$ cat src/rtl/gca_pkg.sv
// rtl/gca_pkg.sv - shared types and helpers for the GCA line sequencer
package gca_pkg;

  typedef enum logic [1:0] {
    IDLE = 2'd0,
    LOAD = 2'd1,
    DRAW = 2'd2
  } line_state_t;

  localparam int X_LSB  = 0;
  localparam int X_W    = 11;
  localparam int Y_LSB  = 11;
  localparam int Y_W    = 10;
  localparam int ADDR_W = 21;
  localparam int CNT_W  = 12;

  // Framebuffer address is {y, x} taken straight from a packed coordinate word.
  function automatic logic [ADDR_W-1:0] pack_addr(input logic [31:0] coord);
    return {coord[Y_LSB +: Y_W], coord[X_LSB +: X_W]};
  endfunction

endpackage

$ cat src/rtl/gca_line_ctrl.sv
// rtl/gca_line_ctrl.sv - line command sequencer: loads the stepper, walks it one pixel per
// accepted framebuffer write, reports done/error/pixel count
module gca_line_ctrl
  import gca_pkg::*;
#(
  parameter int COLOR_W   = 16,
  parameter int LD_CYCLES = 3,
  parameter int MAX_PIX   = 2048
) (
  input  logic               clk,
  input  logic               rst_n,
  input  logic               cmd_valid,
  output logic               cmd_ready,
  input  logic [31:0]        cmd_c0,
  input  logic [31:0]        cmd_c1,
  input  logic [COLOR_W-1:0] cmd_color,
  input  logic               abort,
  output logic [31:0]        ln_c0,
  output logic [31:0]        ln_c1,
  output logic               ln_ld,
  output logic               ln_step,
  input  logic               ln_fc,
  input  logic [ADDR_W-1:0]  ln_addr,
  output logic               wr_valid,
  input  logic               wr_ready,
  output logic [ADDR_W-1:0]  wr_addr,
  output logic [COLOR_W-1:0] wr_data,
  output logic               busy,
  output logic               done,
  output logic               err,
  output logic [CNT_W-1:0]   pix_cnt
);

  localparam int                LDW     = $clog2(LD_CYCLES + 1);
  localparam logic [LDW-1:0]    LD_LAST = LDW'(LD_CYCLES - 1);
  localparam logic [CNT_W-1:0]  GUARD   = CNT_W'(MAX_PIX - 1);

  line_state_t        state_q, state_d;
  logic [LDW-1:0]     ld_cnt_q;
  logic               abort_pend_q;
  logic [31:0]        c0_q, c1_q;
  logic [COLOR_W-1:0] color_q;
  logic               ld_q, done_q, err_q;
  logic [CNT_W-1:0]   pix_cnt_q;

  logic hs, abort_eff, at_guard, finish, guard_hit;

  always_comb begin
    state_d   = state_q;
    finish    = 1'b0;
    hs        = (state_q == DRAW) && wr_ready;
    abort_eff = abort || abort_pend_q;
    at_guard  = (pix_cnt_q == GUARD);
    guard_hit = hs && !ln_fc && !abort_eff && at_guard;
    ln_step   = hs && !ln_fc && !abort_eff && !at_guard;
    case (state_q)
      IDLE: if (cmd_valid) state_d = LOAD;
      LOAD: begin
        if (abort) begin
          state_d = IDLE;
          finish  = 1'b1;
        end else if (ld_cnt_q == LD_LAST) begin
          state_d = DRAW;
        end
      end
      DRAW: begin
        // A pending abort or the pixel guard only terminate on a handshake, so the
        // presented pixel is always written before the line ends.
        if (hs && (ln_fc || abort_eff || at_guard)) begin
          state_d = IDLE;
          finish  = 1'b1;
        end
      end
      default: state_d = IDLE;
    endcase
  end

  always_ff @(posedge clk or negedge rst_n) begin
    if (!rst_n) begin
      state_q      <= IDLE;
      ld_cnt_q     <= '0;
      abort_pend_q <= 1'b0;
      c0_q         <= '0;
      c1_q         <= '0;
      color_q      <= '0;
      ld_q         <= 1'b0;
      done_q       <= 1'b0;
      err_q        <= 1'b0;
      pix_cnt_q    <= '0;
    end else begin
      state_q      <= state_d;
      done_q       <= finish;
      ld_q         <= (state_d == LOAD);
      abort_pend_q <= (state_q == DRAW) && (state_d == DRAW) && abort_eff;
      if (state_q == LOAD) ld_cnt_q <= ld_cnt_q + 1'b1;
      else                 ld_cnt_q <= '0;
      if (state_q == IDLE && cmd_valid) begin
        c0_q      <= cmd_c0;
        c1_q      <= cmd_c1;
        color_q   <= cmd_color;
        pix_cnt_q <= '0;
        err_q     <= 1'b0;
      end else begin
        if (hs && pix_cnt_q != '1) pix_cnt_q <= pix_cnt_q + 1'b1;
        if (guard_hit) err_q <= 1'b1;
      end
    end
  end

  assign cmd_ready = (state_q == IDLE);
  assign busy      = (state_q != IDLE);
  assign wr_valid  = (state_q == DRAW);
  assign wr_addr   = ln_addr;
  assign wr_data   = color_q;
  assign ln_c0     = c0_q;
  assign ln_c1     = c1_q;
  assign ln_ld     = ld_q;
  assign done      = done_q;
  assign err       = err_q;
  assign pix_cnt   = pix_cnt_q;

endmodule
$ cat config.mk
export PLATFORM = sky130hd
export DESIGN_NAME = gca_line_ctrl
export DESIGN_NICKNAME = d
export VERILOG_FILES = /design/src/rtl/gca_pkg.sv /design/src/rtl/gca_line_ctrl.sv
export SDC_FILE = /design/constraint.sdc
export NUM_CORES = 1
export LEC_CHECK = 0
export CORE_MARGIN = 1.5
export CORE_UTILIZATION = 30
export DETAILED_ROUTE_END_ITERATION = 6
export PLACE_DENSITY = 0.62
export SETUP_SLACK_MARGIN = 0.5
export SLEW_MARGIN = 15
export SYNTH_ARGS = -nofsm -noshare
export SYNTH_HDL_FRONTEND = slang
export SYNTH_SLANG_ARGS = --single-unit
$ cat constraint.sdc
create_clock -name clk -period 2.25 [get_ports clk]
set_input_delay 0.3375 -clock clk [delete_from_list [all_inputs] [get_ports clk]]
set_output_delay 0.3375 -clock clk [all_outputs]
set_load 0.02 [all_outputs]
==> impl_metrics.yaml <==
setup_path:
  cp-startpoint: "pix_cnt[6]$_DFFE_PN0P_"
  critical-path-max-stage-delay_ns: 0.42
  worstReg2RegStart: "pix_cnt[5]$_DFFE_PN0P_"
  crit_buf_inv: 1
  cp_cell_sequence: "nand4_4 -> nor4_4 -> and2b_2 -> and2_4 -> buf_6"
  path_delay_family: "simple AND/OR/NAND/NOR gates"
  critPathLaunchType: "flip-flop"
  cp_slowest_cell: "dfrtp_2"
  crit_fanout: 6
  critical_path_class: "reg -> out"
  cp.arrival_ns: 1.71
  end_kind: "primary output"
  cp.required_ns: 1.91
floorplan:
  num_rows: 43
  pin_count: 227
  chipHeight_um: 123
  die_w_um: 123
  core-area_um2: 13900
  initial_utilization_pct: 31.0
  die-area_um2: 15100
min_path:
  hp-class: "reg -> reg"
  min_from: "ld_cnt_q[0]$_DFF_PN0_"
timing:
  maxSlewViolCount: 0
  rsz0062_at_grt: "yes"
  hold_viol: 0
  setup-tns-final_ns: 0
  period_needed_ns: 2.04
  finalSetupViolCount: 0
  tightest_slew_ns: 0.523
  relSlewSlack_pct: 65.1
  setup_slack_ns: 0.206
  fmax_mhz: 489
  finalCritPeriodShare_pct: 90.9
  skew_ns: 0.00462
  fin_hold_ws_ns: 0.436
layout:
  mostFrequentLayoutCells: "250 x nand2_1, 168 x clkdlybuf4s50_1, 93 x dfrtp_1"
  final_cell_area_um2: 6930
  num_antenna_cells: 0
  drive_above_1_share_pct: 14.1
  nFillCells: 1312
  final_common_cell: "nand2_1"
  final_util_pct: 49.7
  stdcell_count: 856
  nNetsFinal: 784
  areaGrowthSynthToFinish_pct: 60.6
synth:
  synth_fp_nets: 596
  synth_seq_area_share_pct: 58.0
  ys_types: 44
  synth_compound_area_share_pct: 4.81
  syn_area_um2: 4310
  ys_seq_elements: 100
  synthSimpleGateAreaFrac_pct: 28.9
  synthCells: 483
  synthAdderAreaFrac_pct: 1.74
  synth-xor-area-share_pct: 0.203
  post_synth.cell_area_avg_um2: 8.93
  synth_mux_area_share_pct: 0.232
  yosysWarnings: 0
  synth_top_family_by_area: "simple AND/OR/NAND/NOR gates"
placement:
  place_area_um2: 6310
  portBuffers: 184
  gp_congestion: 0.774
  place_inst: 822
  hpwl_mm: 8.65
  pre_cts_ws_ns: -0.00672
cts:
  htreeDepth: 3
  clock_sinks: 100
  cts_made_buffers: 9
  cts_tree: "built"
  cts_buffer_depth: 2
  root_buffer: "clkbuf_16"
  clock_latency_ns: 0.34
  path_clk_slew_ns: 0.07
grt:
  antenna_found_initial: 0
  gr-total-overflow: 0
  grt_pass1_vias: 3937
  grt_first_pass_wirelength_mm: 19.3
  grt_use_total_pct: 16.4
  grt_start_max_net_pins: 49
pwr:
  p_total_mw: 8.60
  p_leak_nw: 3.33
  pwr_density_cell_nw_per_um2: 1240
  irDropWorstVdd_mv: 0.603
routing:
  wl_per_cell_um: 14.6
  post_drt_via_cell_ratio: 4.55
  first_pass_iters: 4
  via_count: 3894
  drtIter0Drc: 138
  drcViolationCount: 0
  routed_wl_mm: 12.5
  ant_nets: 0
flow_run:
  drv_cap: 0
outcome:
  status: "complete, no violations"
## cell families (layout without fill, tap and decap cells)
family / after synthesis / in the layout
compound gates: 29 / 29
fa+ha+maj: 6 / 6
flops: 100 / 100
mux: 1 / 1
buf+inv: 48 / 240
xor+xnor: 1 / 1
simple gates: 298 / 299
## cell usage after synthesis (all sizes together)
master | number | area [µm²]
nand2 | 253 | 950
dfrtp | 100 | 2500
buf | 27 | 184
clkbuf | 15 | 56.3
ha | 6 | 75.1
inv | 6 | 22.5
o21ai | 6 | 30.0
or3 | 6 | 38.8
a21oi | 5 | 25.0
nand3 | 5 | 25.0
nor2b | 5 | 31.3
nor2 | 4 | 15.0
nor4 | 4 | 31.3
and2 | 3 | 18.8
and3 | 3 | 18.8
nor3 | 3 | 15.0
o211ai | 3 | 22.5
o31ai | 3 | 22.5
a211oi | 2 | 15.0
and4 | 2 | 21.3
nand4 | 2 | 18.8
o2111ai | 2 | 17.5
o21a | 2 | 15.0
o31a | 2 | 17.5
or4 | 2 | 15.0
a2111oi | 1 | 15.0
a31oi | 1 | 6.26
and2b | 1 | 8.76
and3b | 1 | 8.76
mux2i | 1 | 10.0
nand2b | 1 | 6.26
nand3b | 1 | 7.51
nor3b | 1 | 7.51
o22ai | 1 | 12.5
o41ai | 1 | 8.76
or4b | 1 | 10.0
xor2 | 1 | 8.76
## state kept, by name, indices dropped and copies added, names as in the netlist
signal,cells
wr_data,16
ld_cnt_q,2
ln_c1,32
state_q,2
done,1
err,1
ln_c0,32
abort_pend_q,1
pix_cnt,12
ln_ld,1
## path summary, 6_finish.rpt
check,endpoint,slack (ns),cells past startpoint
max,ln_step,0.21,5
min in group asynchronous,state_q[1]$_DFF_PN0_,0.51,2
min,ld_cnt_q[0]$_DFF_PN0_,0.44,1
min reg2reg,ld_cnt_q[0]$_DFF_PN0_,0.44,1
max in group asynchronous,ln_c0[30]$_DFFE_PN0P_,1.11,3
max reg2reg,pix_cnt[7]$_DFFE_PN0P_,0.28,7
## area by class of cell
type	instances	area, µm²	area share [%]
Tap cell	180	225	3.25
Clock inverter	3	42.5	0.614
Inverter	6	25.0	0.361
Sequential cell	100	2510	36.2
Timing Repair Buffer	218	2110	30.5
Multi-Input combinational cell	336	1730	25.0
Clock buffer	13	280	4.05
## routing by layer
metal	track usage [%]	up-vias	share of wire, %
met5	0	-	0
met4	8.28	0	2.3
met3	4.11	24	5.9
met2	28.0	111	53
met1	19.2	1869	39
li1	-	1890	-
## repair_timing
action / in CTS / in global routing
hold buffers: 1 / 0
resized for setup: 40 / 29
hold endpoints to repair: 37 / 0
pin swaps: 5 / 8
buffers inserted: 8 / 8
gates cloned: 0 / 1
endpoints found under the setup margin: 17 / 61
## report_power, final
| group | total, mW | internal, mW | switching (mW) |
|---|---|---|---|
| Sequential | 2.93 | 2.53 | 0.402 |
| Combinational | 4.02 | 1.85 | 2.18 |
| Clock | 1.64 | 0.982 | 0.657 |
Power figures use the tool's default switching activity.
